===== config.mk =====
export PLATFORM = sky130hd
export DESIGN_NAME = am_class_fetch_flat
export DESIGN_NICKNAME = d
export VERILOG_FILES = /design/src/rtl/am_class_fetch_if.sv /design/src/rtl/am_class_fetch.sv /design/src/flat_wrapper.sv
export SDC_FILE = /design/constraint.sdc
export NUM_CORES = 2
export LEC_CHECK = 0
export CAP_MARGIN = 40
export CORE_AREA = 2 2 432 434
export DETAILED_ROUTE_END_ITERATION = 8
export DIE_AREA = 0 0 434 436
export HOLD_SLACK_MARGIN = 0.08
export PLACE_DENSITY = 0.48
export RECOVER_POWER = 50
export SLEW_MARGIN = 20
export SYNTH_ARGS = -nofsm -noshare
export SYNTH_HDL_FRONTEND = slang
export SYNTH_SLANG_ARGS = --single-unit

===== constraint.sdc =====
create_clock -name clk_i -period 52 [get_ports clk_i]
set_input_delay 7.8 -clock clk_i [delete_from_list [all_inputs] [get_ports clk_i]]
set_output_delay 7.8 -clock clk_i [all_outputs]
set_load 0.1 [all_outputs]

===== src/rtl/am_class_fetch_if.sv =====
// Handshake bundle between the class-HV fetcher, its single-port class-HV SRAM
// and the associative memory's class HV valid/ready input.
// master: the fetcher side. slave: the SRAM/AM side.
interface am_class_fetch_if #(
  parameter int unsigned HVDimension = 512,
  parameter int unsigned AddrWidth   = 10
);
  logic                   mem_req;
  logic [AddrWidth-1:0]   mem_addr;
  logic [HVDimension-1:0] mem_rdata;
  logic [HVDimension-1:0] class_hv;
  logic                   class_hv_valid;
  logic                   class_hv_ready;

  modport master (
    output mem_req, mem_addr, class_hv, class_hv_valid,
    input  mem_rdata, class_hv_ready
  );

  modport slave (
    input  mem_req, mem_addr, class_hv, class_hv_valid,
    output mem_rdata, class_hv_ready
  );
endinterface


===== src/rtl/am_class_fetch.sv =====
// Class-HV fetcher feeding the associative memory stage.
// On start, streams num_class * passes class HVs from the class-HV SRAM (linear
// addresses from base) to the AM, hiding the 1-cycle SRAM latency with a
// 2-entry output buffer so one HV per cycle is sustained under full ready.
// Optional feature macro: AM_CLASS_FETCH_STALL_CNT_EN (backpressure counter on
// stall_cycles_o; tied to 0 when undefined).
module am_class_fetch #(
  parameter int unsigned HVDimension     = 512,
  parameter int unsigned DataWidth       = 8,
  parameter int unsigned AddrWidth       = 10,
  parameter int unsigned ExtCounterWidth = 5
) (
  input  logic                       clk_i,
  input  logic                       rst_i,
  input  logic                       start_i,
  output logic                       busy_o,
  output logic                       done_o,
  input  logic [DataWidth-1:0]       num_class_i,
  input  logic                       extend_enable_i,
  input  logic [ExtCounterWidth-1:0] extend_count_i,
  input  logic [AddrWidth-1:0]       base_addr_i,
  am_class_fetch_if.master           bus,
  output logic [31:0]                stall_cycles_o
);

  localparam int unsigned PassW = ExtCounterWidth + 1;
  localparam int unsigned TotW  = DataWidth + 6;

  typedef enum logic [1:0] {StIdle, StFetch, StDrain, StDone} state_e;

  state_e                       r_state, w_state_d;
  logic   [TotW-1:0]            r_total, r_req_cnt, r_beat_cnt;
  logic   [AddrWidth-1:0]       r_addr;
  logic                         r_pending;
  logic   [1:0][HVDimension-1:0] r_buf;
  logic                         r_wr_ptr, r_rd_ptr;
  logic   [1:0]                 r_count;

  logic                         w_start, w_valid, w_pop, w_push, w_req, w_done;
  logic                         w_last_req, w_last_beat;
  logic   [PassW-1:0]           w_passes;
  logic   [TotW-1:0]            w_total;
  logic   [1:0]                 w_occ;

  assign w_start = start_i && (r_state == StIdle);

  // A 0 extension count means 32 passes, matching the AM's 5-bit wrap.
  always_comb begin
    w_passes = PassW'(1);
    if (extend_enable_i) begin
      w_passes = (extend_count_i == '0) ? PassW'(1 << ExtCounterWidth) : PassW'(extend_count_i);
    end
  end

  assign w_total = TotW'(num_class_i) * TotW'(w_passes);

  assign w_valid     = (r_count != 2'd0);
  assign w_pop       = w_valid && bus.class_hv_ready;
  assign w_push      = r_pending;
  // Slots committed after this cycle's pop: buffered + in flight.
  assign w_occ       = r_count + {1'b0, r_pending} - {1'b0, w_pop};
  assign w_last_req  = (r_req_cnt == r_total - 1'b1);
  assign w_last_beat = w_pop && (r_beat_cnt == r_total - 1'b1);

  // State register.
  always_ff @(posedge clk_i or posedge rst_i) begin
    if (rst_i) r_state <= StIdle;
    else       r_state <= w_state_d;
  end

  // Next-state, request issue and done pulse.
  always_comb begin
    w_state_d = r_state;
    w_req     = 1'b0;
    w_done    = 1'b0;
    unique case (r_state)
      StIdle: begin
        if (w_start) w_state_d = (w_total == '0) ? StDone : StFetch;
      end
      StFetch: begin
        if (w_occ < 2'd2) begin
          w_req = 1'b1;
          if (w_last_req) w_state_d = StDrain;
        end
      end
      StDrain: begin
        if (w_last_beat) w_state_d = StDone;
      end
      StDone: begin
        w_done    = 1'b1;
        w_state_d = StIdle;
      end
      default: w_state_d = StIdle;
    endcase
  end

  // Config latch, address/request/beat counters and read-outstanding flag.
  always_ff @(posedge clk_i or posedge rst_i) begin
    if (rst_i) begin
      r_total    <= '0;
      r_req_cnt  <= '0;
      r_beat_cnt <= '0;
      r_addr     <= '0;
      r_pending  <= 1'b0;
    end else begin
      if (w_start) begin
        r_total    <= w_total;
        r_req_cnt  <= '0;
        r_beat_cnt <= '0;
        r_addr     <= base_addr_i;
      end else begin
        if (w_req) begin
          r_addr    <= r_addr + 1'b1;
          r_req_cnt <= r_req_cnt + 1'b1;
        end
        if (w_pop) r_beat_cnt <= r_beat_cnt + 1'b1;
      end
      r_pending <= w_req;
    end
  end

  // 2-entry output FIFO; read data is captured in the cycle it is valid.
  always_ff @(posedge clk_i or posedge rst_i) begin
    if (rst_i) begin
      r_buf    <= '0;
      r_wr_ptr <= 1'b0;
      r_rd_ptr <= 1'b0;
      r_count  <= 2'd0;
    end else begin
      if (w_push) begin
        r_buf[r_wr_ptr] <= bus.mem_rdata;
        r_wr_ptr        <= ~r_wr_ptr;
      end
      if (w_pop) r_rd_ptr <= ~r_rd_ptr;
      r_count <= r_count + {1'b0, w_push} - {1'b0, w_pop};
    end
  end

  assign bus.mem_req        = w_req;
  assign bus.mem_addr       = r_addr;
  assign bus.class_hv       = r_buf[r_rd_ptr];
  assign bus.class_hv_valid = w_valid;
  assign busy_o             = (r_state != StIdle);
  assign done_o             = w_done;

`ifdef AM_CLASS_FETCH_STALL_CNT_EN
  logic [31:0] r_stall_cnt;

  // Saturating count of valid-but-not-ready cycles, cleared on start.
  always_ff @(posedge clk_i or posedge rst_i) begin
    if (rst_i) begin
      r_stall_cnt <= '0;
    end else if (w_start) begin
      r_stall_cnt <= '0;
    end else if (w_valid && !bus.class_hv_ready && (r_stall_cnt != '1)) begin
      r_stall_cnt <= r_stall_cnt + 1'b1;
    end
  end

  assign stall_cycles_o = r_stall_cnt;
`else
  assign stall_cycles_o = '0;
`endif

endmodule


===== src/flat_wrapper.sv =====
// flat-port wrapper written by rule: the top's interface ports become plain ports
module am_class_fetch_flat 
#(
  parameter int unsigned HVDimension     = 512,
  parameter int unsigned DataWidth       = 8,
  parameter int unsigned AddrWidth       = 10,
  parameter int unsigned ExtCounterWidth = 5
)
  (clk_i, rst_i, start_i, busy_o, done_o, num_class_i, extend_enable_i, extend_count_i, base_addr_i, stall_cycles_o, bus_mem_req, bus_mem_addr, bus_class_hv, bus_class_hv_valid, bus_mem_rdata, bus_class_hv_ready);
  am_class_fetch_if #(.HVDimension(HVDimension), .AddrWidth(AddrWidth)) bus_i ();
  input  logic clk_i;
  input  logic rst_i;
  input  logic start_i;
  output logic busy_o;
  output logic done_o;
  input  logic [DataWidth-1:0] num_class_i;
  input  logic extend_enable_i;
  input  logic [ExtCounterWidth-1:0] extend_count_i;
  input  logic [AddrWidth-1:0] base_addr_i;
  output logic [31:0] stall_cycles_o;
  output wire logic [$bits(bus_i.mem_req)-1:0] bus_mem_req;
  output wire logic [$bits(bus_i.mem_addr)-1:0] bus_mem_addr;
  output wire logic [$bits(bus_i.class_hv)-1:0] bus_class_hv;
  output wire logic [$bits(bus_i.class_hv_valid)-1:0] bus_class_hv_valid;
  input wire logic [$bits(bus_i.mem_rdata)-1:0] bus_mem_rdata;
  input wire logic [$bits(bus_i.class_hv_ready)-1:0] bus_class_hv_ready;
  assign bus_mem_req = bus_i.mem_req;
  assign bus_mem_addr = bus_i.mem_addr;
  assign bus_class_hv = bus_i.class_hv;
  assign bus_class_hv_valid = bus_i.class_hv_valid;
  assign bus_i.mem_rdata = bus_mem_rdata;
  assign bus_i.class_hv_ready = bus_class_hv_ready;
  am_class_fetch #(.HVDimension(HVDimension), .DataWidth(DataWidth), .AddrWidth(AddrWidth), .ExtCounterWidth(ExtCounterWidth)) u_core (.clk_i(clk_i), .rst_i(rst_i), .start_i(start_i), .busy_o(busy_o), .done_o(done_o), .num_class_i(num_class_i), .extend_enable_i(extend_enable_i), .extend_count_i(extend_count_i), .base_addr_i(base_addr_i), .bus(bus_i), .stall_cycles_o(stall_cycles_o));
endmodule

==> results_dict.tcl <==
set metrics [dict create \
    status "complete, but fails checks" \
    violations "capacitance limit, slew limit" \
    hold_class "reg2reg" \
    finalInstanceArea_um2 79600 \
    clockRootBuffer "clkbuf_16" \
    maxSlewHeadroom_pct -399.1 \
    htree_levels 4 \
    critPathArrivalTime_ns 11.05 \
    drv_cap 6 \
    port_buffers 1065 \
    syn_area_per_cell_um2 14.67 \
    antenna_found_initial 169 \
    syn_to_final_growth_pct 62.98 \
    rsz0062_at_grt "no" \
    async_flop_share_pct 100.0 \
    initial_core_util_pct 26.45 \
    crit_buf_inv 5 \
    vias_per_cell 4.394 \
    drc 0 \
    hp-start "u_core.r_buf[912]" \
    tightest_slew_ns 7.486 \
    synth-edff-count 0 \
    path_clk_slew_ns 0.05 \
    fp-row-count 158 \
    grtUsageTotal_pct 16.96 \
    cts_buffer_depth 3 \
    end_kind "output pin" \
    setup_viol 0 \
    fin_nets 5504 \
    finalCriticalPeriod_ns 18.85 \
    grt_overflow 0 \
    synth.distinct_cells 63 \
    cts_resized 0 \
    slew_violations 421 \
    drt_pass1_iterations 4 \
    cpPeakStageDelay_ns 0.59 \
    synthCells 3330 \
    final_util_pct 43.11 \
    vias 33210 \
    worstRegToRegCells 13 \
    wirelength_mm 162.4 \
    die_area_um2 189200 \
    grt_start_max_net_pins 165 \
    post_cts_buffers 0 \
    finClkSkew_ns 0.02780 \
    finalHoldViolations 0 \
    cts_tree "built" \
    die_h_um 436 \
    setup_tns_ns 0 \
    numClockSinks 1083 \
    post-dp-hpwl_mm 118.3 \
    placed_cell_area_um2 74880 \
    clk-insertion-delay-late_ns 0.80 \
    core_um2 184600 \
    cts-buffers-inserted 137 \
    cts_hold_buf 0 \
    io_pins 1098 \
    drive_above_1_share_pct 46.60 \
    hold-path-cell-count 1 \
    gp_congestion 0.8039 \
    path_depth 11 \
    critPathTopFamily "buffers and inverters" \
    ys.flop_type "dfrtp_1" \
    slowest_stage "clkdlybuf4s50_1" \
    yosysWarnings 0 \
    syn_area_um2 48840 \
    ys_ff_latch 1083 \
    antenna_left 0 \
    critPathRequiredTime_ns 44.20 \
    crit_start "bus_class_hv_ready" \
    critPathKind "in2out" \
    ys_seq_area_share_pct 55.49 \
    grt_pass1_wl_mm 241.1 \
    finalCritPeriodShare_pct 36.25 \
    grt_pass1_vias 36220 \
    chipWidth_um 434 \
    wire_per_inst_um 21.49 \
    drt-initial-drc-count 1152 \
    clock.fmax_mhz 53.05 \
    cp_max_fo 9 \
    cp-start-kind "input port" \
    r2r-start "u_core.r_count[1]" \
    crit_chain "dlygate4sd3_1 > and2_0 > ha_1 > inv_1 > ha_1 > xnor2_1 > xnor2_1 > nor2_1 > buf_4 > clkdlybuf4s50_1 > buf_16" \
]
## layout make-up
| type | count | area, um^2 |
|---|---|---|
| flip-flops and latches | 1083 | 27100 |
| inverters | 50 | 188.9 |
| repair buffers | 1627 | 23780 |
| multi-input cells | 2007 | 20720 |
| clock buffers | 207 | 4013 |
| fillers | 16600 | 105000 |
| well taps | 2480 | 3103 |
| clock inverters | 37 | 524.3 |
| diodes | 67 | 167.7 |
## sequential cells by signal, indices dropped and copies added, names as in the netlist
name	count
u_core.r_total	14
u_core.r_state	2
u_core.r_req_cnt	14
u_core.bus.mem_addr	10
u_core.r_wr_ptr	1
u_core.r_buf	1024
u_core.r_count	2
u_core.r_pending	1
u_core.r_rd_ptr	1
u_core.r_beat_cnt	14
## metrics by stage
| step | cells | worst slack [ns] | hold WS (ns) |
|---|---|---|---|
| finish | 7558 | 33.15 | 0.4974 |
| floorplan | 3361 | 13.71 | 0.4518 |
| detailed placement | 7242 | 33.26 | 0.4866 |
| global placement | 6722 | 32.87 | 0.4803 |
| CTS | 7486 | 33.26 | 0.4997 |
| global route | 7536 | 32.53 | 0.5045 |
## layer usage
metal  global-route usage [%]  wire length [um]  vias up
met4                    6.961              6856       76
met5                        0               489        -
met3                    4.471              8819      405
met1                    19.68             64250    16790
met2                    29.45             81990      897
li1                         -                 -    15040
## cells in the final DEF (no fill, tap or decap), types with 5 or more instances in the layout
cell,Yosys,final
and2_1,15,13
xor2_1,36,36
mux2_2,1537,1537
ha_1,33,33
buf_8,0,120
clkinv_2,0,13
nand4_1,12,12
nand2_1,59,58
inv_16,0,6
buf_16,0,399
clkbuf_8,0,30
clkbuf_16,0,138
a21oi_1,18,18
clkdlybuf4s50_1,0,531
buf_12,0,7
dlygate4sd3_1,0,515
o21ai_0,29,29
nor4_1,5,5
conb_1,1,32
inv_1,50,49
and3_1,34,34
clkbuf_1,183,47
buf_4,32,46
nor2_1,40,40
fa_1,25,25
diode_2,0,67
clkinv_8,0,5
dfrtp_1,1083,1082
nand3_1,25,25
xnor2_1,41,41
## synthesized netlist by cell type (all sizes together), types with 2 or more instances
| cell type | n | area, um^2 |
|---|---|---|
| or2 | 2 | 12.51 |
| mux2i | 2 | 20.02 |
| xnor2 | 42 | 375.4 |
| nand4b | 2 | 17.52 |
| buf | 38 | 274.0 |
| nand4 | 12 | 75.07 |
| or3 | 4 | 30.03 |
| or4 | 3 | 27.53 |
| o21ai | 29 | 145.1 |
| nor3b | 4 | 30.03 |
| xor2 | 36 | 315.3 |
| nor3 | 5 | 30.03 |
| ha | 33 | 412.9 |
| and3 | 36 | 227.7 |
| fa | 25 | 500.5 |
| a2111oi | 2 | 17.52 |
| mux2 | 1538 | 17320 |
| nand2b | 3 | 18.77 |
| nor2 | 40 | 150.1 |
| nand2 | 59 | 221.5 |
| and2 | 15 | 93.84 |
| dfrtp | 1083 | 27100 |
| clkbuf | 183 | 686.9 |
| a21o | 5 | 38.79 |
| nand3 | 26 | 135.1 |
| o41ai | 2 | 17.52 |
| inv | 50 | 187.7 |
| and4 | 4 | 35.03 |
| a21oi | 19 | 98.85 |
| nor4 | 6 | 52.55 |
| nor2b | 4 | 25.02 |
## kinds of logic after synthesis
| group | share of synthesized area [%] |
|---|---|
| fa+ha+maj | 1.870 |
| compound gates | 0.8916 |
| xor+xnor | 1.414 |
| mux | 35.50 |
| buf+inv | 2.352 |
| flops | 55.49 |
| other cells | 0.007678 |
| simple gates | 2.477 |
## worst paths after layout
| kind | slack, ns | endpoint |
|---|---|---|
| worst min-delay path | 0.50 | u_core.r_buf[912] |
| max in group asynchronous | 34.69 | u_core.r_buf[977] |
| min in group asynchronous | 8.71 | u_core.r_buf[689] |
| worst max register to register | 48.14 | u_core.r_state[1] |
| worst max-delay path | 33.15 | bus_mem_req |
| worst min register to register | 0.50 | u_core.r_buf[912] |
Power is left out: the tool's default activity adds up to more than one toggle a clock period on the data nets, which glitch-free logic cannot reach.
